**config.mk**
```make
export PLATFORM = sky130hd
export DESIGN_NAME = router_fifo
export DESIGN_NICKNAME = d
export VERILOG_FILES = /design/src/rtl/router_fifo.sv
export SDC_FILE = /design/constraint.sdc
export NUM_CORES = 1
export LEC_CHECK = 0
export ABC_CLOCK_PERIOD_IN_PS = 2800
export CORE_UTILIZATION = 40
export CTS_BUF_LIST = sky130_fd_sc_hd__clkbuf_4
export DETAILED_ROUTE_END_ITERATION = 6
export GPL_TIMING_DRIVEN = 0
export SLEW_MARGIN = 20
export SYNTH_ARGS = -nofsm -noshare
export SYNTH_HDL_FRONTEND = slang
export SYNTH_SLANG_ARGS = --single-unit
```
**constraint.sdc**
```tcl
create_clock -name clock -period 2.8 [get_ports clock]
set_input_delay 0.56 -clock clock [delete_from_list [all_inputs] [get_ports clock]]
set_output_delay 0.56 -clock clock [all_outputs]
set_load 0.02 [all_outputs]
```
**src/rtl/router_fifo.sv**
```systemverilog
// router_fifo: per-output-port packet FIFO for a byte router.
// Each entry holds {header flag, payload byte}. A packet byte counter follows
// reads so data_out is forced to zero once a packet has fully drained.
module router_fifo #(
    parameter int DEPTH = 16,
    parameter int WIDTH = 8
) (
    input  logic             clock,
    input  logic             reset,
    input  logic             soft_reset,
    input  logic             write_enb,
    input  logic             read_enb,
    input  logic             lfd_state,
    input  logic [WIDTH-1:0] data_in,
    output logic [WIDTH-1:0] data_out,
    output logic             empty,
    output logic             full
);

    localparam int AW = $clog2(DEPTH);

    // Pointers carry one extra wrap bit so full and empty are distinguishable
    logic [AW:0]      wr_ptr_q, wr_ptr_d;
    logic [AW:0]      rd_ptr_q, rd_ptr_d;
    logic [6:0]       count_q, count_d;
    logic [WIDTH-1:0] data_out_q, data_out_d;

    // Storage is never cleared: once the pointers are equal nothing is reachable
    logic [WIDTH:0]   mem_q [DEPTH];

    logic [AW-1:0]    wr_idx;
    logic [AW-1:0]    rd_idx;
    logic [WIDTH:0]   rd_word;
    logic [6:0]       hdr_count;
    logic             wr_acc;
    logic             rd_acc;

    assign wr_idx  = wr_ptr_q[AW-1:0];
    assign rd_idx  = rd_ptr_q[AW-1:0];
    assign rd_word = mem_q[rd_idx];

    assign empty = (wr_ptr_q == rd_ptr_q);
    assign full  = (wr_idx == rd_idx) && (wr_ptr_q[AW] != rd_ptr_q[AW]);

    // Accept decisions use the flags as they stand at the start of the cycle
    assign wr_acc = write_enb && !full;
    assign rd_acc = read_enb && !empty;

    // Header byte carries payload length in its upper bits; +1 covers the parity byte
    assign hdr_count = 7'(rd_word[WIDTH-1:2]) + 7'd1;

    assign data_out = data_out_q;

    // Next-state for pointers, packet counter and read data
    always_comb begin
        wr_ptr_d   = wr_ptr_q;
        rd_ptr_d   = rd_ptr_q;
        count_d    = count_q;
        data_out_d = data_out_q;
        if (soft_reset) begin
            wr_ptr_d   = '0;
            rd_ptr_d   = '0;
            count_d    = '0;
            data_out_d = '0;
        end else begin
            if (wr_acc) begin
                wr_ptr_d = wr_ptr_q + {{AW{1'b0}}, 1'b1};
            end
            if (rd_acc) begin
                rd_ptr_d   = rd_ptr_q + {{AW{1'b0}}, 1'b1};
                data_out_d = rd_word[WIDTH-1:0];
                if (rd_word[WIDTH]) begin
                    count_d = hdr_count;
                end else if (count_q != 7'd0) begin
                    count_d = count_q - 7'd1;
                end
            end else if (count_q == 7'd0) begin
                data_out_d = '0;
            end
        end
    end

    // State registers with synchronous hard reset
    always_ff @(posedge clock) begin
        if (reset) begin
            wr_ptr_q   <= '0;
            rd_ptr_q   <= '0;
            count_q    <= '0;
            data_out_q <= '0;
        end else begin
            wr_ptr_q   <= wr_ptr_d;
            rd_ptr_q   <= rd_ptr_d;
            count_q    <= count_d;
            data_out_q <= data_out_d;
        end
    end

    // Entry write; either reset suppresses it so no partial entry is retained
    always_ff @(posedge clock) begin
        if (!reset && !soft_reset && wr_acc) begin
            mem_q[wr_idx] <= {lfd_state, data_in};
        end
    end

endmodule

```
==> results by group <==
Floorplanning
  • Core box area: 17240 µm²
  • Die Y: 134.4 µm
  • FP Rows: 48
  • I/O Pins: 24
  • Die span in x: 134.4 µm
  • Die area: 18060 µm²
  • Initial core utilization: 0.4068

Setup path
  • CP Launch Type: register
  • CP arrival: 2.89 ns
  • Worst R2R End: mem_q[4][3]
  • Largest fanout on the critical path: 9
  • Reg2reg path depth: 7
  • Reg2reg setup slack: 0.12 ns
  • Critical path class: register to register
  • Worst-path cell with the longest stage delay: nor2_1
  • CP Cell Sequence: buf_2, xnor2_1, nand4_1, o21a_1, and2_1, nand2_1, nor2_1
  • Worst stage delay on the critical path: 0.79 ns
  • R2R Path Start: wr_ptr_q[3]
  • Critical Path RT: 3.01 ns
  • Crit end category: register

Global route
  • Grt total ovfl: 0
  • Vias in the first global route: 3762
  • Number of antenna violations at the first check in global routing: 1
  • Largest net degree at the start of global routing: 18
  • First-pass GRT wire length: 21360 µm
  • Tot GR Track Use: 0.1636

STA
  • Minimum clock period: 2.680 ns
  • Final Cycle Share: 0.9571
  • Slew Limit Fails: 0
  • Fmax: 373.2 MHz
  • Final count of hold timing violations: 0
  • Layout Skew: 0.01592 ns
  • RSZ-0062 raised after global routing: true
  • Worst-Margin Slew: 0.9695 ns
  • Final WS setup: 0.1202 ns
  • Slew headroom: 0.3513
  • Setup violators final: 0

Placement
  • DP HPWL: 9192 µm
  • Setup WS pre-CTS: -0.1461 ns
  • GPL Wtd Cong: 0.7910
  • Input/output buffers: 23
  • Dpl cells: 661

Logic synthesis
  • Post-synthesis sequential area ratio: 0.6995
  • Post-synthesis cell type count: 44
  • Synth top cells by count: 144 x edfxtp_1, 35 x mux4_2, 32 x nor2_1
  • Yosys top cell by area: edfxtp_1
  • Synthesized Nets: 430
  • FFs w/ async S/R, synth: 0
  • Cell area after synthesis: 7012 µm²
  • FF+latch count, synth: 173
  • Cells after Synth: 409
  • Main area contributors after synthesis: edfxtp_1 62%, mux4_2 11%, dfxtp_1 8.3%
  • Yosys Warn Count: 0
  • Synth Flop Type: edfxtp_1
  • Syn_area_per_cell: 17.14 µm²
  • Synth top area share: 0.6167
  • Count leader, synth: edfxtp_1
  • Number of synthesized flops with an enable pin: 144

Clock network
  • Clk Latency, worst-skew pair: 0.58 ns
  • CTS Buffer Depth: 2
  • Cts bufs inserted: 17
  • TritonCTS clock tree: done
  • Number of H-tree levels: 4
  • Clk sinks: 173
  • Reg clk slew, reported paths: 0.15 ns
  • Clock root buffer master: clkbuf_4
  • Hold_buf cts: 0

Power and ir drop
  • Net switching fraction of the power: 0.2331
  • P_sw: 0.001040 W
  • Reg power frac: 0.627
  • Tot Pwr: 0.004460 W
  • Logic pwr share: 0.039
  • Max VDD drop: 242.3 µV
  • Internal Power: 0.003421 W
  • Static Leak: 2.448 nW
  • Clock network power share: 0.334
  • PD cells: 563.9 nW/µm²

Worst hold path
  • Worst hold start: data_out[2]
  • HP Class: register to register
  • Hold EP: data_out[2]
  • Hold depth: 2

Finish
  • Final nets: 476
  • Final Instance Count excl. Fillers: 694
  • Layout area overhead: 12.81%
  • Share of layout cells above drive strength 1: 0.2265

Drt
  • Wirelength per Cell: 19.55 µm
  • DR vias/cell: 5.376
  • Detailed Routing Iterations Pass 1: 4
  • Via Count: 3731
  • Iter 0 DRT Violations: 263
  • # DRC: 0
  • Antenna viol nets, final: 0
  • WL final: 13570 µm

Job
  • Max Cap Viol: 0

Status
  • Status: finished, final reports clean
## critical path: cells and delay by family (launching register included)
family,cells,cell delay (ns)
and+or+nand+nor,4,1.40
buffers and inverters,1,0.24
AOI/OAI and AO/OA,1,0.25
xor gates and xnor gates,1,0.09
DFF,1,0.34
## repair_timing
action,CTS,global route
buffers inserted,0,0
pin swaps,0,0
endpoints found under the setup margin,7,103
resized for setup,3,11
## how the worst max path moves through the flow
stage / from / endpoint / slack [ns] / cells after the start
finish: wr_ptr_q[3] / mem_q[4][3] / 0.12 / 7
global route: wr_ptr_q[3] / mem_q[4][3] / -0.09 / 7
CTS: wr_ptr_q[3] / mem_q[7][0] / 0.004 / 7
detailed placement: write_enb / mem_q[7][3] / -0.15 / 5
global placement: soft_reset / mem_q[2][4] / -0.52 / 5
floorplan: wr_ptr_q[3] / mem_q[3][0] / 0.51 / 7
## cells in the final DEF (no fill, tap or decap), types with 10 or more instances in the layout
cell	count
edfxtp_1	144
dfxtp_1	29
clkbuf_1	10
mux4_2	35
nor2_1	22
nand2_1	21
nor2_2	10
clkbuf_4	17
a21oi_1	15
clkdlybuf4s50_1	21
## sequential cells by signal, indices dropped and copies added (netlist names), named ones only
signal and count:
mem_q 144, data_out 8, count_q 7, wr_ptr_q 5, rd_ptr_q 5
## cell families after synthesis
group | Yosys count | share of synthesized area
buf+inv | 25 | 0.01999
compound gates | 55 | 0.05728
xor+xnor | 15 | 0.01874
simple gates | 94 | 0.06549
flops | 173 | 0.6995
fa+ha+maj | 7 | 0.01249
mux | 40 | 0.1265
## per-layer routing
layer / share of wire / up-vias / track usage
met4: 0.015 / 0 / 0.06617
met3: 0.048 / 17 / 0.04308
met2: 0.49 / 110 / 0.2611
met5: 0 / - / 0
li1: - / 1723 / -
met1: 0.45 / 1881 / 0.2135
## through the flow
step           TNS (ns)  hold WS, ns  utilization  area (µm²)
2_1_floorplan         0       0.4573            -        7012
3_3_place_gp     -23.85       0.4565       0.4365        7523
3_5_place_dp     -5.729       0.4599       0.4394        7574
4_1_cts               0       0.4793       0.4570        7878
5_1_grt          -1.336       0.5011       0.4589        7910
6_report              0       0.4772       0.4589        7910
## cell type report
type                       instances  area (µm²)
clock buffer                      17       127.6
antenna                            1       2.502
tap                              225       281.5
clock inverter                    15       176.4
inverter                           4       15.01
timing repair buffer              27       257.7
buffer                            21       127.6
sequential                       173        4905
fill                            1466        9326
multi-input combinational        211        2017
## power by group through the flow
stage | logic [W] | clock network [W] | registers [W]
finish | 0.000173 | 0.00149 | 0.00280
global route | 0.000191 | 0.00164 | 0.00280
CTS | 0.000175 | 0.00154 | 0.00280
detailed placement | 0.000175 | 0 | 0.00285
global placement | 0.000168 | 0 | 0.00285
floorplan | 0.0000942 | 0 | 0.00285
(Power assumes the default switching activity.)
